**config.mk**
```make
export PLATFORM = sky130hd
export DESIGN_NAME = serial_word_feeder
export DESIGN_NICKNAME = d
export VERILOG_FILES = /design/src/rtl/serial_pkg.sv /design/src/rtl/serial_hold_reg.sv /design/src/rtl/serial_word_feeder.sv
export SDC_FILE = /design/constraint.sdc
export NUM_CORES = 1
export LEC_CHECK = 0
export CORE_MARGIN = 2
export CORE_UTILIZATION = 52
export CTS_BUF_LIST = sky130_fd_sc_hd__clkbuf_4
export DETAILED_ROUTE_END_ITERATION = 8
export PLACE_DENSITY = 0.84
export SETUP_SLACK_MARGIN = 0.2
export SYNTH_ARGS = -nofsm -noshare
export SYNTH_HDL_FRONTEND = slang
export SYNTH_SLANG_ARGS = --single-unit
```
**constraint.sdc**
```tcl
create_clock -name clk -period 1.63 [get_ports clk]
set_input_delay 0.326 -clock clk [delete_from_list [all_inputs] [get_ports clk]]
set_output_delay 0.326 -clock clk [all_outputs]
set_load 0.01 [all_outputs]
```
**src/rtl/serial_pkg.sv**
```systemverilog
// -----------------------------------------------------------------------------
// serial_pkg
// Shared definitions for the bit-serial word path: the feeder FSM state type,
// default word width / clear-pulse length (also used by the future output
// deserializer) and a counter-width helper.
// -----------------------------------------------------------------------------
package serial_pkg;

    typedef enum logic [1:0] {
        IDLE  = 2'd0,
        SHIFT = 2'd1,
        CLEAR = 2'd2
    } feeder_state_t;

    localparam int DEFAULT_WIDTH        = 16;
    localparam int DEFAULT_CLEAR_CYCLES = 1;

    // Width of a counter that must reach n-1; never narrower than one bit.
    function automatic int cnt_width(input int n);
        return (n > 1) ? $clog2(n) : 1;
    endfunction

endpackage

```
**src/rtl/serial_hold_reg.sv**
```systemverilog
// -----------------------------------------------------------------------------
// serial_hold_reg
// One-word skid buffer for serial_word_feeder: a data register plus a full
// flag. load captures din and sets full; unload clears full (dout stays valid
// during the unload cycle so the consumer can take it on the same edge).
// Ports:
//   clk, reset   clock, asynchronous active-high reset
//   load         capture din (only issued while empty)
//   unload       release the held word (only issued while full)
//   din / dout   word in / held word out
//   full         a word is held
// -----------------------------------------------------------------------------
module serial_hold_reg #(
    parameter int WIDTH = 16
) (
    input  logic             clk,
    input  logic             reset,
    input  logic             load,
    input  logic             unload,
    input  logic [WIDTH-1:0] din,
    output logic [WIDTH-1:0] dout,
    output logic             full
);

    // load and unload are mutually exclusive by construction (load needs an
    // empty buffer, unload a full one), so their order here does not matter.
    always_ff @(posedge clk or posedge reset) begin
        if (reset) begin
            dout <= '0;
            full <= 1'b0;
        end else if (load) begin
            dout <= din;
            full <= 1'b1;
        end else if (unload) begin
            full <= 1'b0;
        end
    end

endmodule

```
**src/rtl/serial_word_feeder.sv**
```systemverilog
// -----------------------------------------------------------------------------
// serial_word_feeder
// Accepts a parallel word over valid/ready and shifts it out LSB-first on x,
// one bit per clock, then pulses frame_reset for CLEAR_CYCLES clocks to clear
// the downstream bit-serial 2's complementer.
// Ports:
//   clk          rising-edge clock
//   reset        asynchronous active-high reset; aborts any word in flight
//   in_data      parallel word, captured on accept (in_valid & in_ready)
//   in_valid     word available
//   in_ready     block can take a word this cycle
//   x            serial bit, LSB first; 0 outside SHIFT
//   frame_reset  word-boundary clear, high only in CLEAR
//   busy         high in SHIFT or CLEAR
// Configuration:
//   SERIAL_FEEDER_SKID_EN  adds a one-word hold buffer so words arrive
//                          back-to-back with no idle cycle between frames.
// -----------------------------------------------------------------------------
module serial_word_feeder
    import serial_pkg::*;
#(
    parameter int WIDTH        = DEFAULT_WIDTH,
    parameter int CLEAR_CYCLES = DEFAULT_CLEAR_CYCLES
) (
    input  logic             clk,
    input  logic             reset,
    input  logic [WIDTH-1:0] in_data,
    input  logic             in_valid,
    output logic             in_ready,
    output logic             x,
    output logic             frame_reset,
    output logic             busy
);

    localparam int CW  = cnt_width(WIDTH);
    localparam int CCW = cnt_width(CLEAR_CYCLES);
    localparam logic [CW-1:0]  LAST_BIT = CW'(WIDTH - 1);
    localparam logic [CCW-1:0] LAST_CLR = CCW'(CLEAR_CYCLES - 1);

    feeder_state_t    state, state_nxt;
    logic [WIDTH-1:0] shift_q;
    logic [CW-1:0]    bit_cnt;
    logic [CCW-1:0]   clr_cnt;

    logic             accept;
    logic             last_bit;
    logic             last_clr;
    logic             start_shift;  // load shift_q and enter SHIFT on this edge
    logic [WIDTH-1:0] start_data;

    assign accept   = in_valid & in_ready;
    assign last_bit = (state == SHIFT) && (bit_cnt == LAST_BIT);
    assign last_clr = (state == CLEAR) && (clr_cnt == LAST_CLR);

`ifdef SERIAL_FEEDER_SKID_EN
    logic             hold_full;
    logic [WIDTH-1:0] hold_data;
    logic             load_direct;
    logic             hold_load;
    logic             hold_unload;

    assign in_ready = !hold_full;

    // A word arriving in IDLE, or in the last CLEAR cycle with nothing held,
    // goes straight into the shift register; any other accept is parked.
    // Sending the last-CLEAR arrival straight through keeps the buffer empty
    // whenever the FSM sits in IDLE.
    assign load_direct = accept & ((state == IDLE) | (last_clr & !hold_full));
    assign hold_load   = accept & !load_direct;
    assign hold_unload = last_clr & hold_full;

    assign start_shift = load_direct | hold_unload;
    assign start_data  = hold_unload ? hold_data : in_data;

    serial_hold_reg #(
        .WIDTH (WIDTH)
    ) u_hold (
        .clk    (clk),
        .reset  (reset),
        .load   (hold_load),
        .unload (hold_unload),
        .din    (in_data),
        .dout   (hold_data),
        .full   (hold_full)
    );
`else
    assign in_ready    = (state == IDLE);
    assign start_shift = accept;
    assign start_data  = in_data;
`endif

    // NOTE: sequential state uses non-blocking assignments so every flop
    // samples pre-edge values regardless of block ordering.
    always_ff @(posedge clk or posedge reset) begin
        if (reset) begin
            state <= IDLE;
        end else begin
            state <= state_nxt;
        end
    end

    // NOTE: every output of this block is given a default first, so no path
    // through the case statement can leave a value held and infer a latch.
    always_comb begin
        state_nxt   = state;
        x           = 1'b0;
        frame_reset = 1'b0;
        busy        = 1'b0;
        case (state)
            IDLE: begin
                if (start_shift) state_nxt = SHIFT;
            end
            SHIFT: begin
                x    = shift_q[0];
                busy = 1'b1;
                if (last_bit) state_nxt = CLEAR;
            end
            CLEAR: begin
                frame_reset = 1'b1;
                busy        = 1'b1;
                if (last_clr) state_nxt = start_shift ? SHIFT : IDLE;
            end
            default: state_nxt = IDLE;
        endcase
    end

    // Shift register and counters. start_shift only occurs outside SHIFT, so
    // it never competes with the shift itself.
    always_ff @(posedge clk or posedge reset) begin
        if (reset) begin
            shift_q <= '0;
            bit_cnt <= '0;
            clr_cnt <= '0;
        end else begin
            if (start_shift) begin
                shift_q <= start_data;
                bit_cnt <= '0;
            end else if (state == SHIFT) begin
                shift_q <= shift_q >> 1;
                bit_cnt <= last_bit ? '0 : bit_cnt + CW'(1);
            end

            if ((state == CLEAR) && !last_clr) begin
                clr_cnt <= clr_cnt + CCW'(1);
            end else begin
                clr_cnt <= '0;
            end
        end
    end

endmodule
```
# After elaboration in Yosys (flattened, before gate mapping)
# Index checks and enable logic that the tools add are counted.
# word_totals
regBits,23
out_inout_bits,4
elab_cells,36
# op_classes
add_sub_neg,2
n_eq_ne,6
mux,14
bitwise,2
reduce_logical,8
# ops
cell,n
$mux 16,2
$mux 4,3
$mux 2,3
$pmux 2 s3,1
$mux 1,5
$add 4x1->4 const B,1
$eq 4x4->1 const B,1
$ne 2x2->1 const B,2
$logic_and 1x1->1,3
$reduce_and 3->1,1
$eq 2x1->1 const B,1
$eq 2x2->1 const B,1
$logic_not 2->1,1
$ne 2x1->1 const B,1
$reduce_bool 2->1,1
$reduce_or 2->1,1
$add 1x1->1 const B,1
$and 1x1->1,1
$logic_not 1->1,1
$not 1->1,1

# Logic depth before layout (Yosys ltp)
# Gate-level depths: netlist (run 1).
# depth
depth_word,5
depth_mapped,7

# Worst setup path before layout (run 1)
# Ideal clock, no wire load.
# synth_path
path_kind,flip-flop to flip-flop
startpoint,register state[0]
endpoint,register state[0]
t_arrival_ns,1.368
t_required_ns,1.502
path_slack_ns,0.134
stages_incl_launch_ff,5
path_buffers,0
period_less_slack_ns,1.496
cell_sequence,dfrtp_1 inv_1 ha_1 a222oi_1 mux2_1
# synth_via
elab_chain_cells,5
word_cells_on_any_way,13
cone_classes,eq/ne (5); mux (3); bitwise (1); reduce/logical (4)
# synth_lines
item,line_no,rtl
start: declaration,serial_word_feeder.sv:40,"feeder_state_t state, state_nxt;"
start signal: assignment,serial_word_feeder.sv:98,state <= state_nxt;
$logic_not 2->1 *,serial_word_feeder.sv:87,assign in_ready = (state == IDLE);
net in_ready,serial_word_feeder.sv:29,"output logic in_ready,"
$and 1x1->1,serial_word_feeder.sv:51,assign accept = in_valid & in_ready;
$mux 1,serial_word_feeder.sv:121,if (last_clr) state_nxt = start_shift ? SHIFT : IDLE;
$mux 2,serial_word_feeder.sv:121,
$pmux 2 s3,serial_word_feeder.sv:109,case (state)
# The timed path passes the listed nets; every way through them passes the cells marked *. The select of a mux whose other input is x is not followed.
# A chain may end at the register's enable or synchronous reset.

# Final worst setup path (run 1)
# layout_path
startpoint,register state[0]
endpoint,register state[0]
# layout_via
elab_chain_cells,5
word_cells_on_any_way,13
cone_classes,eq/ne (5); mux (3); bitwise (1); reduce/logical (4)
# layout_lines
item,line_no
$logic_not 2->1,"serial_word_feeder.sv:87, serial_word_feeder.sv:109"
$and 1x1->1,serial_word_feeder.sv:51
$mux 1,serial_word_feeder.sv:121
$mux 2,serial_word_feeder.sv:121
$pmux 2 s3,serial_word_feeder.sv:109
# Several ways; a longest one is shown, not always the timed one. The select of a mux whose other input is x is not followed.

==> flow_metrics.py, run 1 <==
metrics = {
    "outcome": {
        "outcome": "complete, but fails checks",
        "violations": "negative setup slack",
    },
    "timing": {
        "holdWs_ps": 327,
        "drv_slew": 0,
        "timing.final.ws_setup_ps": -16.5,
        "max_freq_ghz": 0.607,
        "finClkSkew_ps": 7.43,
        "finalCritPeriodShare_pct": 101,
        "finalHoldViolations": 0,
        "setup-tns-final_ps": -30.8,
        "setup_violations": 3,
        "rsz0062_at_grt": "true",
        "period_needed_ps": 1650,
    },
    "critical_path": {
        "critPathMaxStageDelay_ps": 400,
        "r2r_setup_slack_ps": -20,
        "slowest_stage": "dfrtp_1",
        "required_ps": 1840,
        "crit_family": "flip-flops",
        "critPathKind": "reg -> reg",
        "worstPathArrival_ps": 1850,
        "end_kind": "register",
        "startpoint_type": "register",
        "crit_chain": "inv_2, ha_1, buf_4, a222oi_1, mux2_1",
        "cp_max_fo": 3,
        "worst-path-buf-inv": 2,
    },
    "placement": {
        "gp_congestion": 0.722,
        "hpwl_um": 1570,
        "numPlacedInstances": 159,
        "io_buffers": 22,
    },
    "finish": {
        "syn_to_final_growth_pct": 43.3,
        "final_common_cell": "dfrtp_1",
        "layout_common_cells": "23 x dfrtp_1, 18 x nand2_1, 18 x clkdlybuf4s50_1",
        "antenna_cells": 0,
        "final_util_pct": 80.6,
        "layout-drive-gt1-share_pct": 25.9,
        "final_cells": 170,
        "finalNetCount": 168,
    },
    "synthesis": {
        "syn_nets": 134,
        "syn-cell-area_mm2": 0.00114,
        "synthCells": 110,
        "synth-seq-area-share_pct": 50.6,
        "syn_area_per_cell_um2": 10.3,
        "synth_top_area_share_pct": 50.6,
        "ys_ff_latch": 23,
        "synth.area.top_cells": "dfrtp_1 51%, mux2i_1 14%, o21ai_0 7.5%, nand2_1 6.3%, ha_1 5.5%",
        "synth_cell_types": 22,
        "yosys.area.top_type": "dfrtp_1",
        "ys_warn_count": 0,
    },
    "detailed_routing": {
        "ant_nets": 0,
        "drtIter0Drc": 13,
        "route.detailed.drc": 0,
        "drt_wl_total_um": 2850,
        "vias": 908,
        "wl_per_cell_um": 16.8,
        "firstDrtPassIters": 4,
        "via_per_inst": 5.34,
    },
    "floorplan": {
        "ios": 23,
        "die_y_um": 50.8,
        "start_util_pct": 56.3,
        "rows": 16,
        "coreArea_mm2": 0.00202,
        "die_width_um": 50.8,
        "fp.dieArea_mm2": 0.00258,
    },
    "clocking": {
        "clk_pin_slew_ps": 130,
        "numCtsBuffers": 3,
        "cts_tree": "yes",
        "htree_levels": 1,
        "cts.sinks": 23,
        "clock_latency_ps": 320,
        "cts.path.max_buffers": 2,
        "cts_root_buf": "clkbuf_4",
    },
    "global_route": {
        "grt_max_degree": 37,
        "antenna_found_initial": 0,
        "grt_pass1_vias": 898,
        "grt_pass1_wl_um": 3960,
        "gr-total-overflow": 0,
        "grt_use_total_pct": 21.0,
    },
    "pwr": {
        "p_total_w": 0.00273,
        "powerDensity_mw_per_mm2": 1680,
        "ir_worst_vdd_mv": 1.01,
        "p_leak_nw": 0.745,
    },
    "flow_run": {
        "cap_violations": 0,
    },
    "min_path": {
        "hold_path_class": "in -> async",
    },
}
Yosys cell counts:
cell type / instances
mux2_1: 1
buf_2: 5
or3_1: 1
clkbuf_2: 1
o21ai_0: 17
ha_1: 5
and2_1: 2
nand3_2: 1
a21oi_1: 4
nand2b_1: 2
a221oi_1: 1
mux2i_1: 16
inv_1: 4
buf_4: 1
nand2_1: 19
conb_1: 1
a221o_2: 1
nand3b_1: 1
xor2_1: 1
nor2_1: 2
dfrtp_1: 23
a222oi_1: 1
path summary, 6_finish.rpt:
check | from | endpoint | depth (start not counted)
min in group clk | in_data[6] | shift_q[6]$_DFFE_PP0P_ | 3
min reg2reg | shift_q[4]$_DFFE_PP0P_ | shift_q[3]$_DFFE_PP0P_ | 2
max in group asynchronous | reset | shift_q[5]$_DFFE_PP0P_ | 3
max | state[0]$_DFFE_PP0P_ | state[0]$_DFFE_PP0P_ | 5
min | reset | bit_cnt[3]$_DFFE_PP0P_ | 3
max reg2reg | state[0]$_DFFE_PP0P_ | state[0]$_DFFE_PP0P_ | 5
area by class of cell:
type | instances | area, um2
well taps | 27 | 33.8
multi-input cells | 76 | 573
inverters | 4 | 15.0
fillers | 132 | 392
repair buffers | 36 | 405
flip-flops and latches | 23 | 576
clock inverters | 1 | 5.00
clock buffers | 3 | 22.5
cell families (layout without fill, tap and decap cells):
family                   count (synthesis)  in the layout  share of synthesized area, %
AO/OA/AOI/OAI                           24             24                          11.9
adder cells (fa/ha/maj)                  5              5                          5.50
buffers and inverters                   11             44                          4.62
multiplexers                            17             17                          15.1
other                                    1              1                         0.330
XOR/XNOR                                 1              1                         0.770
flip-flops                              23             23                          50.6
AND/OR/NAND/NOR                         28             28                          11.2
sequential cells by signal, indices dropped and copies added, names as in the netlist:
name	flops
bit_cnt	4
clr_cnt	1
shift_q	16
state	2
per-layer routing:
| layer | vias to the layer above | GRT usage, % | wire (um) |
|---|---|---|---|
| met3 | 6 | 2.68 | 69 |
| met5 | - | 0 | 0 |
| met2 | 23 | 37.1 | 1570 |
| met4 | 0 | 9.46 | 68 |
| li1 | 440 | - | - |
| met1 | 439 | 25.5 | 1140 |
worst register-to-register path, stage by stage (launching register included):
cell	delay, ps
dfrtp_1	400
inv_2	60
ha_1	220
buf_4	150
a222oi_1	330
mux2_1	370
timing repair:
item	CTS	global route
pin swaps	2	8
setup buffers	2	4
gates cloned	0	1
gates resized for setup	26	32
endpoints found under the setup margin	18	20
hold buffers	0	0
where the power goes:
part / switching (W) / internal (W)
Clock: 0.000175 / 0.0000920
Combinational: 0.000676 / 0.000807
Sequential: 0.000172 / 0.000809
Total: 0.00102 / 0.00171
metrics by stage:
stage                     cell area [um2]  setup WS [ps]
after floorplan                      1140            178
after global placement               1420          -14.0
after detailed placement             1420          -50.0
after CTS                            1500           38.5
after global routing                 1630          -81.3
final                                1630          -16.5
Power figures use the tool's default switching activity.
==> inputs of run 2 (changes only) <==
Settings changed: GPL_ROUTABILITY_DRIVEN from default to 1, HOLD_SLACK_MARGIN from default to 0.06, RECOVER_POWER from default to 25.
==> flow_metrics.py, run 2 (synthesis gave the netlist of run 1 again) <==
metrics = {
    "pwr": {
        "ir_worst_vdd_mv": 1.01,
        "powerDensity_mw_per_mm2": 1680,
        "p_leak_nw": 0.745,
    },
    "clocking": {
        "htree_levels": 1,
        "numCtsBuffers": 3,
        "cts.path.max_buffers": 2,
        "cts.sinks": 23,
        "clk_pin_slew_ps": 120,
        "cts_tree": "yes",
        "clock_latency_ps": 320,
        "cts_root_buf": "clkbuf_4",
    },
    "finish": {
        "syn_to_final_growth_pct": 43.1,
        "layout-drive-gt1-share_pct": 25.9,
        "final_common_cell": "dfrtp_1",
        "top_register": "shift_q",
        "fin_area_mm2": 0.00163,
        "num-fill-cells": 133,
        "finalNetCount": 168,
        "seq_area_um2": 576,
        "reg_top3": "shift_q: 16 flops, bit_cnt: 4 flops, state: 2 flops",
        "layout_common_cells": "23 x dfrtp_1, 18 x nand2_1, 17 x clkdlybuf4s50_1",
        "final_cells": 170,
        "largest_register_ffs": 16,
        "multi_input_area_um2": 573,
        "final_util_pct": 80.5,
        "antenna_cells": 0,
    },
    "detailed_routing": {
        "route.detailed.drc": 0,
        "drtIter0Drc": 12,
        "wl_per_cell_um": 16.8,
        "drt_wl_total_um": 2850,
        "via_per_inst": 5.34,
        "ant_nets": 0,
        "firstDrtPassIters": 4,
        "vias": 908,
    },
    "timing": {
        "max_freq_ghz": 0.607,
        "rsz0062_at_grt": "true",
        "timing.final.ws_setup_ps": -16.5,
        "max-slew-margin-rel_pct": 61.6,
        "finalCritPeriodShare_pct": 101,
        "finClkSkew_ps": 7.44,
        "setup_violations": 3,
        "finalHoldViolations": 0,
        "tightest_slew_ps": 576,
        "period_needed_ps": 1650,
        "drv_slew": 0,
    },
    "placement": {
        "gp_congestion": 0.722,
        "numPlacedInstances": 159,
        "io_buffers": 22,
        "place_area_mm2": 0.00142,
        "hpwl_um": 1570,
        "pre_cts_ws_ps": -50.0,
    },
    "critical_path": {
        "critPathMaxStageDelay_ps": 400,
        "slowest_stage": "dfrtp_1",
        "startpoint_type": "register",
        "end_kind": "register",
        "worstPathArrival_ps": 1850,
        "cp_max_fo": 3,
        "required_ps": 1840,
        "crit_chain": "inv_2, ha_1, buf_4, a222oi_1, mux2_1",
        "critPathKind": "reg -> reg",
    },
    "outcome": {
        "outcome": "complete, but fails checks",
        "violations": "negative setup slack",
    },
    "global_route": {
        "use_met1_pct": 25.5,
        "top_usage_layer": "met2",
        "grt_pass1_wl_um": 3960,
        "grt_use_met2_pct": 37.1,
        "grt_use_total_pct": 21.0,
        "grt_max_degree": 37,
        "grt_pass1_vias": 898,
        "gr-total-overflow": 0,
        "antenna_found_initial": 0,
        "grt.met3_usage_pct": 2.68,
    },
    "floorplan": {
        "rows": 16,
        "die_width_um": 50.8,
        "coreArea_mm2": 0.00202,
        "fp.dieArea_mm2": 0.00258,
        "ios": 23,
        "die_y_um": 50.8,
        "start_util_pct": 56.3,
    },
    "flow_run": {
        "cap_violations": 0,
    },
    "min_path": {
        "hold_path_class": "in -> reg",
    },
}
run 2: cell count changes in the layout (fill, tap and decap cells not counted):
cell,delta
buf_4,-1
clkbuf_2,+1
clkdlybuf4s50_1,-1
dlygate4sd3_1,+1
run 2: path summary, 6_finish.rpt:
path                            cells after the start                      to                    from  slack, ps
worst max-delay path                                5    state[0]$_DFFE_PP0P_    state[0]$_DFFE_PP0P_        -20
worst min-delay path                                3  shift_q[6]$_DFFE_PP0P_              in_data[6]        530
worst max register to register                      5    state[0]$_DFFE_PP0P_    state[0]$_DFFE_PP0P_        -20
max in group asynchronous                           3  shift_q[5]$_DFFE_PP0P_                   reset        680
worst min register to register                      2  shift_q[3]$_DFFE_PP0P_  shift_q[4]$_DFFE_PP0P_        580
min in group asynchronous                           3  bit_cnt[3]$_DFFE_PP0P_                   reset        570
run 2: through the flow:
stage	hold WS [ps]	total power, W	setup TNS, ps
finish	531	0.00273	-31.2
global route	535	0.00291	-234
CTS	324	0.00237	0
detailed placement	537	0.00200	-72.5
global placement	532	0.00193	-18.4
floorplan	328	0.00167	0
run 2: per-layer routing:
metal / wire (um) / part of all wire [%]
met1: 1140 / 40
met2: 1570 / 55
met3: 69 / 2.4
met4: 68 / 2.4
met5: 0 / 0
run 2: cell type report:
cell class	instances	area share, %
Multi-Input combinational cell	76	35.2
Sequential cell	23	35.4
Tap cell	27	2.08
Clock buffer	3	1.38
Clock inverter	1	0.307
Inverter	4	0.922
Timing Repair Buffer	36	24.8
run 2: worst max-delay path: cells and delay by family (launching register included):
family | cells | cell delay, ps
flip-flops | 1 | 400
multiplexers | 1 | 370
AO/OA/AOI/OAI | 1 | 330
adder cells (fa/ha/maj) | 1 | 220
buffers and inverters | 2 | 210
run 2: what timing repair did:
| action | CTS | global route |
|---|---|---|
| hold endpoints to repair | 0 | 0 |
| setup endpoints to repair | 18 | 20 |
| resized for setup | 26 | 32 |
| gates cloned | 0 | 1 |
| pin swaps | 2 | 8 |
| setup buffers | 2 | 4 |
| hold buffers | 0 | 0 |
run 2: where the power goes:
part / switching, W / leakage [nW] / internal [W]
combinational: 0.000676 / 0.438 / 0.000806
sequential: 0.000172 / 0.289 / 0.000809
clock: 0.000175 / 0.0177 / 0.0000920
total: 0.00102 / 0.745 / 0.00171
